[src/rtl/fetch_tx_inf_pkg.sv]
// Shared definitions for the fetch serial line: default widths, line levels,
// minimum bit period and the FSM state encoding shared with the receiver bench.
package fetch_tx_inf_pkg;

  localparam int DW_DEF   = 16;
  localparam int TW_DEF   = 20;
  localparam int MIN_TBIT = 2;

  localparam logic START_BIT = 1'b0;
  localparam logic STOP_BIT  = 1'b1;

  localparam logic [1:0] ST_IDLE  = 2'd0;
  localparam logic [1:0] ST_START = 2'd1;
  localparam logic [1:0] ST_DATA  = 2'd2;
  localparam logic [1:0] ST_STOP  = 2'd3;

endpackage

[src/rtl/fetch_tx_inf_if.sv]
// Valid/ready word handshake into the fetch transmitter.
interface fetch_tx_inf_if #(
  parameter int DW = 16
);

  logic [DW-1:0] tx_data;
  logic          tx_vld;
  logic          tx_rdy;

  modport master (output tx_data, output tx_vld, input tx_rdy);
  modport slave  (input tx_data, input tx_vld, output tx_rdy);

endinterface

[src/rtl/fetch_tx_inf_tbit_timer.sv]
// Line bit timer: loads P on restart and strobes bit_end_o on the last clock
// of every P-clock bit while enabled.
module fetch_tbit_timer #(
  parameter int TW = 20
) (
  input  logic          clk_sys,
  input  logic          rst_n,
  input  logic          en_i,
  input  logic          restart_i,
  input  logic [TW-1:0] period_i,
  output logic          bit_end_o
);

  logic [TW-1:0] cnt_q;
  logic [TW-1:0] p_q;

  always_ff @(posedge clk_sys or negedge rst_n) begin
    if (!rst_n) begin
      cnt_q <= '0;
      p_q   <= TW'(2);
    end else if (restart_i) begin
      p_q   <= period_i;
      cnt_q <= period_i - 1'b1;
    end else if (!en_i) begin
      cnt_q <= '0;
    end else if (cnt_q == '0) begin
      cnt_q <= p_q - 1'b1;
    end else begin
      cnt_q <= cnt_q - 1'b1;
    end
  end

  assign bit_end_o = en_i && (cnt_q == '0);

endmodule

[src/rtl/fetch_tx_inf.sv]
// Fetch serial transmitter: one-word holding buffer, start/data/stop framing
// FSM and LSB-first shift register driving a registered idle-high line.
module fetch_tx_inf
  import fetch_tx_inf_pkg::*;
#(
  parameter int DW = DW_DEF,
  parameter int TW = TW_DEF
) (
  input  logic          clk_sys,
  input  logic          rst_n,
  input  logic [TW-1:0] tbit_period_i,
  fetch_tx_inf_if.slave bus,
  output logic          tx_o,
  output logic          tx_busy_o
);

  localparam int            IW       = $clog2(DW);
  localparam logic [TW-1:0] MIN_P    = TW'(MIN_TBIT);
  localparam logic [IW-1:0] LAST_IDX = IW'(DW - 1);

  logic [1:0]    state_q, state_d;
  logic          full_q, full_d;
  logic [DW-1:0] buf_q, buf_d;
  logic [DW-1:0] shift_q, shift_d;
  logic [IW-1:0] idx_q, idx_d;
  logic          tx_q, tx_d;
  logic          restart;
  logic          bit_end;
  logic [TW-1:0] period_clamped;

  assign period_clamped = (tbit_period_i < MIN_P) ? MIN_P : tbit_period_i;

  fetch_tbit_timer #(.TW(TW)) u_timer (
    .clk_sys   (clk_sys),
    .rst_n     (rst_n),
    .en_i      (state_q != ST_IDLE),
    .restart_i (restart),
    .period_i  (period_clamped),
    .bit_end_o (bit_end)
  );

  // Accept needs an empty buffer and reload needs a full one, so they never collide.
  always_comb begin
    state_d = state_q;
    full_d  = full_q;
    buf_d   = buf_q;
    shift_d = shift_q;
    idx_d   = idx_q;
    tx_d    = tx_q;
    restart = 1'b0;

    if (bus.tx_vld && !full_q) begin
      full_d = 1'b1;
      buf_d  = bus.tx_data;
    end

    case (state_q)
      ST_IDLE: begin
        if (full_q) restart = 1'b1;
      end
      ST_START: begin
        if (bit_end) begin
          state_d = ST_DATA;
          tx_d    = shift_q[0];
          idx_d   = '0;
        end
      end
      ST_DATA: begin
        if (bit_end) begin
          if (idx_q == LAST_IDX) begin
            state_d = ST_STOP;
            tx_d    = STOP_BIT;
          end else begin
            shift_d = shift_q >> 1;
            tx_d    = shift_q[1];
            idx_d   = idx_q + 1'b1;
          end
        end
      end
      default: begin
        if (bit_end) begin
          if (full_q) begin
            restart = 1'b1;
          end else begin
            state_d = ST_IDLE;
            tx_d    = STOP_BIT;
          end
        end
      end
    endcase

    if (restart) begin
      state_d = ST_START;
      shift_d = buf_q;
      full_d  = 1'b0;
      idx_d   = '0;
      tx_d    = START_BIT;
    end
  end

  always_ff @(posedge clk_sys or negedge rst_n) begin
    if (!rst_n) begin
      state_q <= ST_IDLE;
      full_q  <= 1'b0;
      buf_q   <= '0;
      shift_q <= '0;
      idx_q   <= '0;
      tx_q    <= 1'b1;
    end else begin
      state_q <= state_d;
      full_q  <= full_d;
      buf_q   <= buf_d;
      shift_q <= shift_d;
      idx_q   <= idx_d;
      tx_q    <= tx_d;
    end
  end

  assign bus.tx_rdy = !full_q;
  assign tx_o       = tx_q;
  assign tx_busy_o  = (state_q != ST_IDLE);

endmodule
[src/flat_wrapper.sv]
// flat-port wrapper written by rule: the top's interface ports become plain ports
module fetch_tx_inf_flat import fetch_tx_inf_pkg::*;
#(
  parameter int DW = DW_DEF,
  parameter int TW = TW_DEF
)
  (clk_sys, rst_n, tbit_period_i, tx_o, tx_busy_o, bus_tx_data, bus_tx_vld, bus_tx_rdy);
  fetch_tx_inf_if #(.DW(DW)) bus_i ();
  input  logic clk_sys;
  input  logic rst_n;
  input  logic [TW-1:0] tbit_period_i;
  output logic tx_o;
  output logic tx_busy_o;
  input wire logic [$bits(bus_i.tx_data)-1:0] bus_tx_data;
  input wire logic [$bits(bus_i.tx_vld)-1:0] bus_tx_vld;
  output wire logic [$bits(bus_i.tx_rdy)-1:0] bus_tx_rdy;
  assign bus_i.tx_data = bus_tx_data;
  assign bus_i.tx_vld = bus_tx_vld;
  assign bus_tx_rdy = bus_i.tx_rdy;
  fetch_tx_inf #(.DW(DW), .TW(TW)) u_core (.clk_sys(clk_sys), .rst_n(rst_n), .tbit_period_i(tbit_period_i), .bus(bus_i), .tx_o(tx_o), .tx_busy_o(tx_busy_o));
endmodule
[config.mk]
export PLATFORM = sky130hd
export DESIGN_NAME = fetch_tx_inf_flat
export DESIGN_NICKNAME = d
export VERILOG_FILES = /design/src/rtl/fetch_tx_inf_pkg.sv /design/src/rtl/fetch_tx_inf_if.sv /design/src/rtl/fetch_tx_inf_tbit_timer.sv /design/src/rtl/fetch_tx_inf.sv /design/src/flat_wrapper.sv
export SDC_FILE = /design/constraint.sdc
export NUM_CORES = 1
export LEC_CHECK = 0
export CAP_MARGIN = 20
export CORE_MARGIN = 4
export CORE_UTILIZATION = 35
export CTS_CLUSTER_SIZE = 16
export DETAILED_ROUTE_END_ITERATION = 12
export PLACE_DENSITY = 0.59
export SYNTH_ARGS = -nofsm -noshare
export SYNTH_HDL_FRONTEND = slang
export SYNTH_SLANG_ARGS = --single-unit
[constraint.sdc]
create_clock -name clk_sys -period 2.7 [get_ports clk_sys]
set_input_delay 0.405 -clock clk_sys [delete_from_list [all_inputs] [get_ports clk_sys]]
set_output_delay 0.405 -clock clk_sys [all_outputs]
set_load 0.01 [all_outputs]
* Word level (Yosys, flattened, before mapping)
Index checks and enable logic that the tools add are counted. Widths: inputs -> output; s select.
Word-level totals: output and inout port bits 3, input port bits 39, register bits 80, word-level logic and storage cells 70
Operators by class: reductions and logical operators 15, muxes and demuxes 32, magnitude comparators 1, eq/ne operators 10, add/sub/neg operators 4
Operator list (number):
- $mux 20 | 4
- $mux 16 | 4
- $sub 20x1->20 const B | 3
- $logic_not 20->1 | 1
- $lt 20x2->1 const B | 1
- $mux 4 | 4
- $mux 2 | 6
- $mux 1 | 10
- $ne 3x1->1 const B | 3
- $pmux 4 s2 | 1
- $reduce_and 4->1 | 2
- $reduce_bool 2->1 | 4
- $pmux 2 s3 | 1
- $reduce_and 3->1 | 2
- $add 4x1->4 const B | 1
- $eq 4x4->1 const B | 1
- $ne 2x1->1 const B | 2
- $ne 4x4->1 const B | 1
- $ne 3x2->1 const B | 1
- $pmux 1 s3 | 1
- $reduce_bool 3->1 | 1
- $eq 2x1->1 const B | 1
- $eq 2x2->1 const B | 1
- $logic_and 1x1->1 | 2
- other kinds (4) | 4

* Depth between registers and ports, before layout
word-level depth 6, depth in mapped cells 12, gate-level depth less buffers 11

* Modules after synthesis
A second synthesis with hierarchy kept.
Second synthesis, totals: cell total of the unflattened synthesis 484, area total of the unflattened synthesis 4914.7 um^2
Modules (own cells, without submodules):
- fetch_tbit_timer | instances 1, cells an instance 279, sequential area each 1002.2 um^2, area each 2753.9 um^2
- fetch_tx_inf | instances 1, cells an instance 205, sequential area each 1002.2 um^2, area each 2160.8 um^2

* Worst setup path after synthesis
Ideal clock, no wire load.
kind reg2reg, start register u_core.u_timer.cnt_q[2], end register u_core.u_timer.cnt_q[16], stages on the path, launching flop included 13, arrival time 2.829 ns, clock period less this slack 2.895 ns, library setup time 0.066 ns, setup slack -0.195 ns, path buffers 1, data required time 2.634 ns, path through dfrtp_1 -> nor3_2 -> nand4b_1 -> nor2_1 -> clkbuf_1 -> a21oi_1 -> ha_1 -> or4b_2 -> nor4_2 -> nand2_1 -> a211o_1 -> o21ai_0 -> a22o_1
On the way: longest elaborated chain between the ends 5, elaborated cells between the ends (all ways) 8, classes of those cells add/sub (1); mux (5); reduce/logical (2)
RTL lines:
- start, declared | RTL line fetch_tx_inf_tbit_timer.sv:14 | logic [TW-1:0] cnt_q;
- start signal, assigned | RTL line fetch_tx_inf_tbit_timer.sv:23 | cnt_q <= period_i - 1'b1;
- start signal, assigned | RTL line fetch_tx_inf_tbit_timer.sv:27 | cnt_q <= p_q - 1'b1;
- start signal, assigned | RTL line fetch_tx_inf_tbit_timer.sv:29 | cnt_q <= cnt_q - 1'b1;
- branches (longest 4 deep; another with $sub 20x1->20)
- $mux 20 (*) | RTL line fetch_tx_inf_tbit_timer.sv:21 | end else if (restart_i) begin
Mark *: on every way between the ends. A chain may end at the register's enable or synchronous reset.

* Final worst setup path
start register u_core.u_timer.cnt_q[12], end register u_core.u_timer.cnt_q[14]
The elaborated chain is that of the path after synthesis.

==> run_results.csv <==
group,metric,value,unit
status,status,"finished clean",
setup_path,crit_path_end_kind,"flop",
clock_tree,clk_latency,0.35,ns
final_layout,fin_util,47.3,%
setup_path,r2r-end,"u_core.u_timer.cnt_q[14]$_DFF_PN0_",
global_route,grt_start_max_net_pins,40,
synth,synthMuxAreaShare,7.24,%
clock_tree,path_clk_slew,0.07,ns
global_route,antenna_found_initial,0,
setup_path,arrival,2.84,ns
setup_path,ff2ff_path_depth,11,
timing,fin_crit,2.60,ns
route,firstDrtPassIters,5,
power_and_ir_drop,total_power,6.56,mW
power_and_ir_drop,p_int,3.88,mW
run,drv_cap,0,
power_and_ir_drop,pwr-share-comb,43.8,%
place,place_congestion,0.929,
route,routed_wl,14.0,mm
clock_tree,cts.sinks,80,
power_and_ir_drop,power.leakage,2.59,nW
route,routed-via-count,4396,
clock_tree,numCtsBuffers,9,
route,drtIter0Drc,364,
place,place_inst,772,
final_layout,layout.cells.non_filler,797,
final_layout,drive_gt1_share,22.5,%
timing,timing.fmax,385,MHz
die,start_util,35.6,%
synth,synth_area_leader_cell,"dfrtp_1",
place,portBuffers,41,
timing,finalClockSkew,0.00684,ns
timing,fin_hold_ws,0.0210,ns
power_and_ir_drop,seqPwrFrac,35.1,%
synth,synth_xor_area_share,3.73,%
power_and_ir_drop,pwr-share-clk,21.2,%
route,via_per_inst,5.52,
synth,synthAdderAreaFrac,1.86,%
die,die_h,124,µm
place,dp_slack,-0.541,ns
min_path,hp-class,"in -> async",
place,dpl.hpwl,10.2,mm
clock_tree,h-tree-depth,3,
power_and_ir_drop,power_switching,2.68,mW
synth,ys_seq_area_share,42.7,%
setup_path,r2r_start,"u_core.u_timer.cnt_q[12]$_DFF_PN0_",
power_and_ir_drop,swShare,40.9,%
route,drc,0,
synth,syn-num-nets,562,
clock_tree,cts_tree,"yes",
global_route,grt_pass1_wl,22.6,mm
route,top_layer,"met4",
setup_path,required,2.94,ns
timing,setup_slack,0.101,ns
die,dieArea,0.0153,mm²
clock_tree,cts-root-buf,"clkbuf_16",
synth,netlist_instances,516,
timing,slew_violations,0,
global_route,grt_pass1_vias,4292,
synth,synth_top_family_by_area,"simple AND/OR/NAND/NOR gates",
route,wire_per_inst,17.5,µm
synth,synth.top_cell.area_share,41.5,%
final_layout,diodes,0,
clock_tree,holdBufCountCts,0,
synth,synthFlopType,"dfrtp_1",
power_and_ir_drop,max-vdd-ir-drop,535,µV
synth,synth_compound_area_share,18.9,%
synth,ys_top_cells_by_area,"dfrtp_1 42%, nand2_1 7.6%, mux2_2 3.8%",
route,wl_met2,6.78,mm
global_route,grt-ovfl-total,0,
global_route,grt_usage,19.1,%
synth,ys_seq_elements,80,
timing,final-hold-violation-count,0,
route,wl_met3,716,µm
timing,finalSetupViolCount,0,
place,placed_cell_area,0.00578,mm²
synth,ys.warnings.count,0,
timing,fin_crit_sh,96.3,%
synth,synth-simple-area-share,23.0,%
final_layout,syn2layout_area_growth,32.8,%
die,core_region_area,0.0132,mm²
die,io_pins,42,
synth,synth_edf_count,0,
timing,fin_tns_setup,0,ns
timing,worst_pin_slew,0.705,ns
die,die_x,124,µm
power_and_ir_drop,p_per_area,1050,mW/mm²
setup_path,start_kind,"flop",
synth,yosysUniqueCellTypes,72,
clock_tree,cts.path.max_buffers,2,
final_layout,fin_nets,662,
final_layout,design_area,0.00624,mm²
timing,slew_headroom,53.0,%
route,ant_nets,0,
die,placementRows,42,
synth,synthesis.area,0.00470,mm²
synth,async_flop_share,100,%
setup_path,crit_fanout,4,
route,wl_met1,6.08,mm
synth,synth_area_per_cell,9.11,µm²
setup_path,ff2ff_setup_slack,0.10,ns
setup_path,crit_type,"reg -> reg",
==> layout make-up <==
cell class | instances | area [µm²]
Fill cell | 1240 | 6950
Multi-Input combinational cell | 407 | 2670
Sequential cell | 80 | 2010
Timing Repair Buffer | 112 | 990
Clock buffer | 9 | 225
Tap cell | 176 | 220
Clock inverter | 7 | 106
Inverter | 6 | 22.5
==> flip-flops by register name (all words and copies together) (netlist names) <==
name / flops
u_core.full_q: 1
u_core.state_q: 2
u_core.shift_q: 16
u_core.buf_q: 16
u_core.idx_q: 4
u_core.tx_o: 1
u_core.u_timer.cnt_q: 20
u_core.u_timer.p_q: 20
==> metal layers <==
layer,vias to the layer above,global-route usage [%]
li1,2099,-
met1,2142,24.9
met2,129,31.4
met3,26,3.91
met4,0,7.34
met5,-,0
==> placed cells by master, fill, tap and decap left out, types with 4 or more instances in the layout <==
master | netlist | layout
nor3_2 | 3 | 6
buf_4 | 1 | 68
mux2_2 | 16 | 16
nand4_1 | 4 | 4
nand3_1 | 10 | 10
nand2b_1 | 4 | 4
a21oi_1 | 27 | 25
buf_12 | 0 | 4
clkdlybuf4s50_1 | 0 | 36
dfrtp_1 | 78 | 75
a21o_1 | 7 | 7
a211oi_1 | 7 | 7
ha_1 | 7 | 5
xnor2_1 | 13 | 13
mux2i_1 | 16 | 16
o21ai_0 | 26 | 24
inv_1 | 6 | 6
nor2_1 | 32 | 31
o21ai_1 | 9 | 10
nand2_1 | 95 | 95
xor2_1 | 7 | 7
clkbuf_16 | 0 | 9
or3_1 | 12 | 12
a31oi_1 | 7 | 6
o22ai_1 | 12 | 12
nor3_1 | 22 | 17
or4_1 | 6 | 5
==> power by group through the flow <==
stage | clock network, mW | logic (mW) | registers (mW)
finish | 1.39 | 2.87 | 2.30
global route | 1.46 | 3.19 | 2.38
CTS | 1.42 | 2.76 | 2.27
detailed placement | 0 | 2.74 | 2.28
global placement | 0 | 2.68 | 2.27
floorplan | 0 | 1.80 | 2.13
==> how the worst max path moves through the flow <==
stage,start,end,slack (ns),cells after the start
after detailed placement,tbit_period_i[9],u_core.u_timer.cnt_q[12]$_DFF_PN0_,-0.54,12
after floorplan,u_core.u_timer.cnt_q[2]$_DFF_PN0_,u_core.u_timer.cnt_q[6]$_DFF_PN0_,0.03,11
after global placement,tbit_period_i[7],u_core.u_timer.cnt_q[12]$_DFF_PN0_,-0.38,12
after global routing,tbit_period_i[4],u_core.u_timer.cnt_q[16]$_DFF_PN0_,-0.002,11
final,u_core.u_timer.cnt_q[12]$_DFF_PN0_,u_core.u_timer.cnt_q[14]$_DFF_PN0_,0.10,11
after CTS,tbit_period_i[7],u_core.u_timer.cnt_q[16]$_DFF_PN0_,0.004,12
==> synthesized netlist by cell type, types with 10 or more instances <==
cell type	instances
nand3_1	10
clkbuf_1	14
nor2_1	32
mux2_2	16
nor3_1	22
dfrtp_1	78
nand2_1	95
or3_1	12
a21oi_1	27
xnor2_1	13
mux2i_1	16
o22ai_1	12
o21ai_0	26
==> cell families after synthesis <==
kind of cell | Yosys count
simple gates | 213
xor+xnor | 20
flops | 80
compound gates | 135
mux | 32
fa+ha+maj | 7
buf+inv | 29
==> critical path, stage by stage (launching register included) <==
cell	delay [ns]
dfrtp_1	0.44
nor3_4	0.08
nand4_1	0.16
nor2_2	0.08
a21oi_2	0.15
ha_2	0.19
or4b_4	0.51
nor4_4	0.35
nand3_1	0.13
a31oi_1	0.18
a21oi_1	0.09
o2bb2ai_1	0.12
==> repair_timing <==
action                                  CTS  global route
setup buffers                             2             7
pin swaps                                 8            15
endpoints found under the setup margin    4             9
gates resized for setup                   7            14
Power figures use the tool's default switching activity.
